File: src/rtl/fir_sched_ctrl_pkg.sv
// Shared types and constants for the 29-tap symmetric complex FIR.
//   Samp    : complex input sample (re/im, signed, Q2.22)
//   Coef    : coefficient value (signed)
//   NTAPS   : delay line depth (odd, symmetric filter)
//   NCOEF   : unique coefficients, (NTAPS+1)/2
//   phase_t : scheduler FSM states
//   tok_t   : one entry of the in-flight phase token pipe
package fir_sched_ctrl_pkg;

  localparam int SAMP_W = 24;
  localparam int COEF_W = 24;
  localparam int NTAPS  = 29;
  localparam int NCOEF  = (NTAPS + 1) / 2;

  typedef struct packed {
    logic signed [SAMP_W-1:0] re;
    logic signed [SAMP_W-1:0] im;
  } Samp;

  typedef logic signed [COEF_W-1:0] Coef;

  typedef enum logic [1:0] {
    IDLE = 2'd0,
    PH0  = 2'd1,
    PH1  = 2'd2,
    PH2  = 2'd3
  } phase_t;

  typedef struct packed {
    logic       vld;
    logic [1:0] ph;
  } tok_t;

  // Datapath phase index carried on mux_sel; IDLE parks the mux at 0.
  function automatic logic [1:0] phase_sel(phase_t s);
    case (s)
      PH1:     return 2'd1;
      PH2:     return 2'd2;
      default: return 2'd0;
    endcase
  endfunction

endpackage

File: src/rtl/fir_sched_ctrl_if.sv
// Bus between the FIR scheduler and its neighbours (sample source,
// coefficient writer, fir_datapath).
//   PushIn/StopIn/SampIn          : sample push/stop handshake
//   CoefWe/CoefAddr/CoefData      : coefficient write port
//   CoefErr                       : dropped-write pulse
//   samp/coef                     : delay line and coefficient bank to datapath
//   mux_sel, partialProductAccumulate_valid, finalAccumulateRounding_en : datapath control
//   busy                          : any phase in flight
// master = the surrounding system, slave = fir_sched_ctrl.
interface fir_sched_ctrl_if;
  import fir_sched_ctrl_pkg::*;

  logic              PushIn;
  logic              StopIn;
  Samp               SampIn;
  logic              CoefWe;
  logic [3:0]        CoefAddr;
  Coef               CoefData;
  logic              CoefErr;
  Samp [NTAPS-1:0]   samp;
  Coef [NCOEF-1:0]   coef;
  logic [1:0]        mux_sel;
  logic              partialProductAccumulate_valid;
  logic              finalAccumulateRounding_en;
  logic              busy;

  modport master (
    output PushIn, SampIn, CoefWe, CoefAddr, CoefData,
    input  StopIn, CoefErr, samp, coef, mux_sel,
           partialProductAccumulate_valid, finalAccumulateRounding_en, busy
  );

  modport slave (
    input  PushIn, SampIn, CoefWe, CoefAddr, CoefData,
    output StopIn, CoefErr, samp, coef, mux_sel,
           partialProductAccumulate_valid, finalAccumulateRounding_en, busy
  );

endinterface

File: src/rtl/fir_sched_ctrl_delay_line.sv
// fir_sample_delay_line: NTAPS-deep complex sample shift register.
//   clk, reset : clock, async active-high reset (line zeroed)
//   shift_en   : shift in samp_in at this edge (samp[0] newest)
//   clear      : synchronous zero of the whole line, wins over shift_en
//   samp_in    : new sample
//   samp       : delay line contents
module fir_sample_delay_line
  import fir_sched_ctrl_pkg::*;
(
  input  logic            clk,
  input  logic            reset,
  input  logic            shift_en,
  input  logic            clear,
  input  Samp             samp_in,
  output Samp [NTAPS-1:0] samp
);

  always_ff @(posedge clk or posedge reset) begin
    if (reset) begin
      samp <= '0;
    end else if (clear) begin
      samp <= '0;
    end else if (shift_en) begin
      samp <= {samp[NTAPS-2:0], samp_in};
    end
  end

endmodule

File: src/rtl/fir_sched_ctrl.sv
// fir_sched_ctrl: sequencer for the 29-tap symmetric complex FIR datapath
// (5 complex MACs x 3 phases). Accepts one sample per 3 cycles, owns the
// delay line and coefficient bank, and issues the datapath controls so
// each accepted sample produces exactly one final accumulate.
// Ports:
//   clk, reset : clock, async active-high reset
//   clear      : (only with FIR_SCHED_CLEAR_EN) synchronous flush of line,
//                FSM and token pipe; blocks accept that cycle
//   bus        : fir_sched_ctrl_if.slave (handshake, coef port, datapath side)
// Parameter MULT_LAT: complex multiplier latency, sum register to p_prod.
//
// state | meaning
// IDLE  | no phase issuing; samples accepted
// PH0   | phase 0 issued, mux_sel=0, input stalled
// PH1   | phase 1 issued, mux_sel=1, input stalled
// PH2   | phase 2 issued, mux_sel=2, next sample may be accepted
module fir_sched_ctrl
  import fir_sched_ctrl_pkg::*;
#(
  parameter int MULT_LAT = 2
) (
  input  logic clk,
  input  logic reset,
`ifdef FIR_SCHED_CLEAR_EN
  input  logic clear,
`endif
  fir_sched_ctrl_if.slave bus
);

  // A phase token enters stage 0 at the sum register; stage MULT_LAT lines up
  // with p_prod valid, and the phase-0 token reaching the last stage marks the
  // cycle the third partial product has landed.
  localparam int TOK_DEPTH = 3 + MULT_LAT;

  phase_t                 state, state_nxt;
  tok_t [TOK_DEPTH-1:0]   tok;
  tok_t                   tok_in;
  logic                   clr;
  logic                   stop_in;
  logic                   issue;
  logic [1:0]             mux_sel;
  logic                   accept;
  logic                   pipe_busy;
  logic                   busy;
  logic                   coef_ok;
  logic                   coef_err;
  Coef [NCOEF-1:0]        coef;

`ifdef FIR_SCHED_CLEAR_EN
  assign clr = clear;
`else
  assign clr = 1'b0;
`endif

  assign accept = bus.PushIn & ~stop_in;

  // FSM: state register
  always_ff @(posedge clk or posedge reset) begin
    if (reset) begin
      state <= IDLE;
    end else begin
      state <= state_nxt;
    end
  end

  // FSM: next state
  always_comb begin
    state_nxt = state;
    case (state)
      IDLE:    if (accept) state_nxt = PH0;
      PH0:     state_nxt = PH1;
      PH1:     state_nxt = PH2;
      PH2:     state_nxt = accept ? PH0 : IDLE;
      default: state_nxt = IDLE;
    endcase
    if (clr) state_nxt = IDLE;
  end

  // FSM: outputs
  always_comb begin
    mux_sel = phase_sel(state);
    stop_in = 1'b0;
    issue   = 1'b0;
    case (state)
      PH0: begin
        stop_in = 1'b1;
        issue   = 1'b1;
      end
      PH1: begin
        stop_in = 1'b1;
        issue   = 1'b1;
      end
      PH2: begin
        issue   = 1'b1;
      end
      default: ;
    endcase
    if (clr) stop_in = 1'b1;
  end

  assign tok_in.vld = issue;
  assign tok_in.ph  = mux_sel;

  always_ff @(posedge clk or posedge reset) begin
    if (reset) begin
      tok <= '0;
    end else if (clr) begin
      tok <= '0;
    end else begin
      tok <= {tok[TOK_DEPTH-2:0], tok_in};
    end
  end

  always_comb begin
    pipe_busy = 1'b0;
    for (int i = 0; i < TOK_DEPTH; i++) begin
      pipe_busy = pipe_busy | tok[i].vld;
    end
  end

  assign busy = (state != IDLE) | pipe_busy;

  // Coefficients may only change with nothing in flight and no sample
  // arriving, so the datapath never sees a bank change mid-sample.
  assign coef_ok = bus.CoefWe & ~busy & (bus.CoefAddr != 4'd15) & ~accept;

  always_ff @(posedge clk or posedge reset) begin
    if (reset) begin
      coef     <= '0;
      coef_err <= 1'b0;
    end else begin
      coef_err <= bus.CoefWe & ~coef_ok;
      for (int k = 0; k < NCOEF; k++) begin
        if (coef_ok && (bus.CoefAddr == 4'(k))) begin
          coef[k] <= bus.CoefData;
        end
      end
    end
  end

  fir_sample_delay_line u_delay_line (
    .clk      (clk),
    .reset    (reset),
    .shift_en (accept),
    .clear    (clr),
    .samp_in  (bus.SampIn),
    .samp     (bus.samp)
  );

  assign bus.StopIn   = stop_in;
  assign bus.mux_sel  = mux_sel;
  assign bus.busy     = busy;
  assign bus.coef     = coef;
  assign bus.CoefErr  = coef_err;
  assign bus.partialProductAccumulate_valid =
    tok[MULT_LAT].vld & (tok[MULT_LAT].ph != 2'd0);
  assign bus.finalAccumulateRounding_en =
    tok[TOK_DEPTH-1].vld & (tok[TOK_DEPTH-1].ph == 2'd0);

endmodule
File: src/flat_wrapper.sv
// flat-port wrapper written by rule: the top's interface ports become plain ports
module fir_sched_ctrl_flat import fir_sched_ctrl_pkg::*;
#(
  parameter int MULT_LAT = 2
)
  (clk, reset, bus_PushIn, bus_SampIn, bus_CoefWe, bus_CoefAddr, bus_CoefData, bus_StopIn, bus_CoefErr, bus_samp, bus_coef, bus_mux_sel, bus_partialProductAccumulate_valid, bus_finalAccumulateRounding_en, bus_busy);
  fir_sched_ctrl_if bus_i ();
  input  logic clk;
  input  logic reset;
  input wire logic [$bits(bus_i.PushIn)-1:0] bus_PushIn;
  input wire logic [$bits(bus_i.SampIn)-1:0] bus_SampIn;
  input wire logic [$bits(bus_i.CoefWe)-1:0] bus_CoefWe;
  input wire logic [$bits(bus_i.CoefAddr)-1:0] bus_CoefAddr;
  input wire logic [$bits(bus_i.CoefData)-1:0] bus_CoefData;
  output wire logic [$bits(bus_i.StopIn)-1:0] bus_StopIn;
  output wire logic [$bits(bus_i.CoefErr)-1:0] bus_CoefErr;
  output wire logic [$bits(bus_i.samp)-1:0] bus_samp;
  output wire logic [$bits(bus_i.coef)-1:0] bus_coef;
  output wire logic [$bits(bus_i.mux_sel)-1:0] bus_mux_sel;
  output wire logic [$bits(bus_i.partialProductAccumulate_valid)-1:0] bus_partialProductAccumulate_valid;
  output wire logic [$bits(bus_i.finalAccumulateRounding_en)-1:0] bus_finalAccumulateRounding_en;
  output wire logic [$bits(bus_i.busy)-1:0] bus_busy;
  assign bus_i.PushIn = bus_PushIn;
  assign bus_i.SampIn = bus_SampIn;
  assign bus_i.CoefWe = bus_CoefWe;
  assign bus_i.CoefAddr = bus_CoefAddr;
  assign bus_i.CoefData = bus_CoefData;
  assign bus_StopIn = bus_i.StopIn;
  assign bus_CoefErr = bus_i.CoefErr;
  assign bus_samp = bus_i.samp;
  assign bus_coef = bus_i.coef;
  assign bus_mux_sel = bus_i.mux_sel;
  assign bus_partialProductAccumulate_valid = bus_i.partialProductAccumulate_valid;
  assign bus_finalAccumulateRounding_en = bus_i.finalAccumulateRounding_en;
  assign bus_busy = bus_i.busy;
  fir_sched_ctrl #(.MULT_LAT(MULT_LAT)) u_core (.clk(clk), .reset(reset), .bus(bus_i));
endmodule
File: config.mk
export PLATFORM = sky130hd
export DESIGN_NAME = fir_sched_ctrl_flat
export DESIGN_NICKNAME = d
export VERILOG_FILES = /design/src/rtl/fir_sched_ctrl_pkg.sv /design/src/rtl/fir_sched_ctrl_if.sv /design/src/rtl/fir_sched_ctrl_delay_line.sv /design/src/rtl/fir_sched_ctrl.sv /design/src/flat_wrapper.sv
export SDC_FILE = /design/constraint.sdc
export NUM_CORES = 2
export LEC_CHECK = 0
export ABC_AREA = 1
export CAP_MARGIN = 20
export CORE_AREA = 8 8 706 708
export DETAILED_ROUTE_END_ITERATION = 16
export DIE_AREA = 0 0 714 716
export DONT_BUFFER_PORTS = 1
export PLACE_DENSITY = 0.3
export SETUP_SLACK_MARGIN = 0.1
export SLEW_MARGIN = 20
export SYNTH_ARGS = -nofsm -noshare
export SYNTH_HDL_FRONTEND = slang
export SYNTH_SLANG_ARGS = --single-unit
export TNS_END_PERCENT = 100
File: constraint.sdc
create_clock -name clk -period 70.9 [get_ports clk]
set_clock_uncertainty 0.05 [all_clocks]
set_input_delay 3.545 -clock clk [delete_from_list [all_inputs] [get_ports clk]]
set_output_delay 3.545 -clock clk [all_outputs]
set_load 0.005 [all_outputs]
==> results.ini <==
[status]
outcome=completed

[floorplanning]
die_w_um=714
rows=257
io_pins=1839
start_util_pct=13.7
die-area_sq_mm=0.511
die_y_um=716
core_sq_mm=0.487

[routing]
drtPass1Iterations=5
vias=40900
drt_iter0_drc=2859
totalWireLength_mm=353
routedWlPerCell_um=30.7
drc=0
ant_nets=0
via_per_inst=3.56

[yosys]
synth_seq_cells=1770
synth_top_area_cell=dfrtp_1
synth_nets=4876
yosysWarnings=0
synth_area_sq_mm=0.0670
seq_area_frac_synth_pct=66.1
synth_area_leaders=dfrtp_1 66%, mux2_2 22%, nand2_1 4.4%
synth.distinct_cells=23
netlist_instances=4791
avgSynthCellArea_sq_um=14.0
synth.top_cell.area_share_pct=66.1

[setup_path]
end_kind=flip-flop
r2r_slack_ns=63.92
worst_setup_path_start_kind=input pin
crit_path_start=bus_PushIn
worst-path-buf-inv=6
cp_slowest_cell=buf_4
worstPathMaxFanout=83
required_ns=71.64
worst_path_largest_cell_delay_ns=0.88
arrival_ns=9.32
rr_startpoint=u_core.state[0]$_DFFE_PP0P_
critical_path_class=input pin to flip-flop
cp_common_cell=buf_4
crit_chain=nand2_8, buf_4, buf_4, buf_4, buf_4, buf_4, buf_4, mux2_2
crit_family=buffers and inverters

[cts]
h-tree-depth=4
holdBufCountCts=0
clock-root-buffer=clkbuf_16
cts_buffers=226
insertion_delay_ns=0.90
cts-resized-gates=0
cts_tree=done
clock_sinks=1770
cts_buffer_depth=4
clk_pin_slew_ns=0.06
post_cts_buffers=0

[sta]
setup_viol=0
fin_setup_tns_ns=0
setup_slack_ns=62.32
period_share_pct=12.1
post-route-min-period_ns=8.58
relSlewSlack_pct=21.4
hold_viol=0
tightest_slew_ns=1.18
rsz0062_at_grt=false
clock.fmax_mhz=117
slew_viol_final=0

[placed_design]
place_inst=11000
post-dp-hpwl_mm=277
port_buffers=0
gp_congestion=0.877
pre_cts_ws_ns=61.43

[grt]
grt_start_max_net_pins=169
grt_pass1_wl_mm=455
grt_pass1_vias=41300
grt_antenna_before_repair=69
grt.total_usage_pct=13.1
grt-ovfl-total=0
use_met3_pct=5.83
top_usage_layer=met2
grtUsageMet2_pct=21.1
met1_usage_pct=15.9

[power_and_ir_drop]
ir_drop_mv=0.0239
power_density_mw_per_mm2=51.9
leakagePower_nw=37.1
power.total_mw=4.25

[final_layout]
fillerInstances=53600
fin_util_pct=16.8
regArea_sq_mm=0.0443
layout.nets=4868
fin_cells=11500
layout-drive-gt1-share_pct=35.3
area_growth_pct=22.2
multi_input_area_sq_mm=0.0208

[worst_hold_path]
hold_path.class=flip-flop to flip-flop
hold_start=u_core.tok[9]$_DFF_PP0_

[job]
cap_violations=0

[per-layer routing]
layer | vias to the layer above | share of wire, %
met5 | - | 0.0096
met4 | 6 | 2.9
met3 | 406 | 11
met2 | 1889 | 46
met1 | 21800 | 40
li1 | 16800 | -
[stage by stage]
step / instance area (sq um) / hold slack, ns
2_1_floorplan: 67000 / 0.281
3_3_place_gp: 74200 / 0.285
3_5_place_dp: 74200 / 0.285
4_1_cts: 81700 / 0.297
5_1_grt: 81800 / 0.308
6_report: 81900 / 0.296
[cells in the mapped netlist (all sizes together)]
cell type  count
o21a           1
nand4        360
dfrtp       1770
a21boi         1
nor2          69
buf          250
o21ai         50
mux2        1296
or2            1
nand2        784
a21oi         48
nand3         16
inv           58
nor3b          1
clkbuf        81
ha             5
[final timing paths]
path | endpoint | depth (start not counted)
max | u_core.u_delay_line.samp[344]$_DFFE_PP0P_ | 8
min | u_core.tok[12]$_DFF_PP0_ | 0
max reg2reg | u_core.u_delay_line.samp[344]$_DFFE_PP0P_ | 11
min reg2reg | u_core.tok[12]$_DFF_PP0_ | 0
max in group asynchronous | u_core.u_delay_line.samp[967]$_DFFE_PP0P_ | 7
min in group asynchronous | u_core.u_delay_line.samp[666]$_DFFE_PP0P_ | 1
[layout make-up]
| cell class | instances | area share, % |
|---|---|---|
| Timing Repair Buffer | 95 | 0.972 |
| Sequential cell | 1770 | 54.1 |
| Antenna cell | 42 | 0.128 |
| Inverter | 58 | 0.275 |
| Tap cell | 6475 | 9.90 |
| Clock inverter | 60 | 1.04 |
| Clock buffer | 350 | 8.18 |
| Multi-Input combinational cell | 2632 | 25.4 |
[placed cells by master, fill, tap and decap left out, types with 2 or more instances in the layout]
master	n
clkinvlp_4	3
nand2_1	783
nor2_4	2
clkinv_16	2
nor2_1	66
nand3_1	5
clkinv_2	23
o21ai_0	50
diode_2	42
buf_12	5
clkbuf_8	55
clkinv_4	4
a21oi_1	48
nand4_1	360
buf_4	89
ha_1	5
clkbuf_16	227
inv_2	2
inv_8	2
inv_16	2
nand3_2	11
dfrtp_1	1769
clkbuf_1	68
inv_1	55
mux2_2	1296
clkinv_8	4
bufinv_16	15
inv_6	6
[report_power, final]
part | switching (mW) | internal [mW] | leakage, nW
Clock | 0.480 | 0.702 | 3.70
Sequential | 0.811 | 1.38 | 22.9
Combinational | 0.393 | 0.488 | 10.5
Total | 1.68 | 2.57 | 37.1
[flip-flops by register name (all words and copies together) (netlist names)]
register,count
u_core.bus.CoefErr,1
u_core.bus.coef,360
u_core.state,2
u_core.tok,15
u_core.u_delay_line.samp,1392
[kinds of logic after synthesis]
logic type	share of synthesized area, %
AND/OR/NAND/NOR	8.38
adder cells (fa/ha/maj)	0.0934
multiplexers	21.8
AO/OA/AOI/OAI	0.754
buffers and inverters	2.89
flip-flops	66.1
Note: power is estimated with default switching activity, not from simulation.
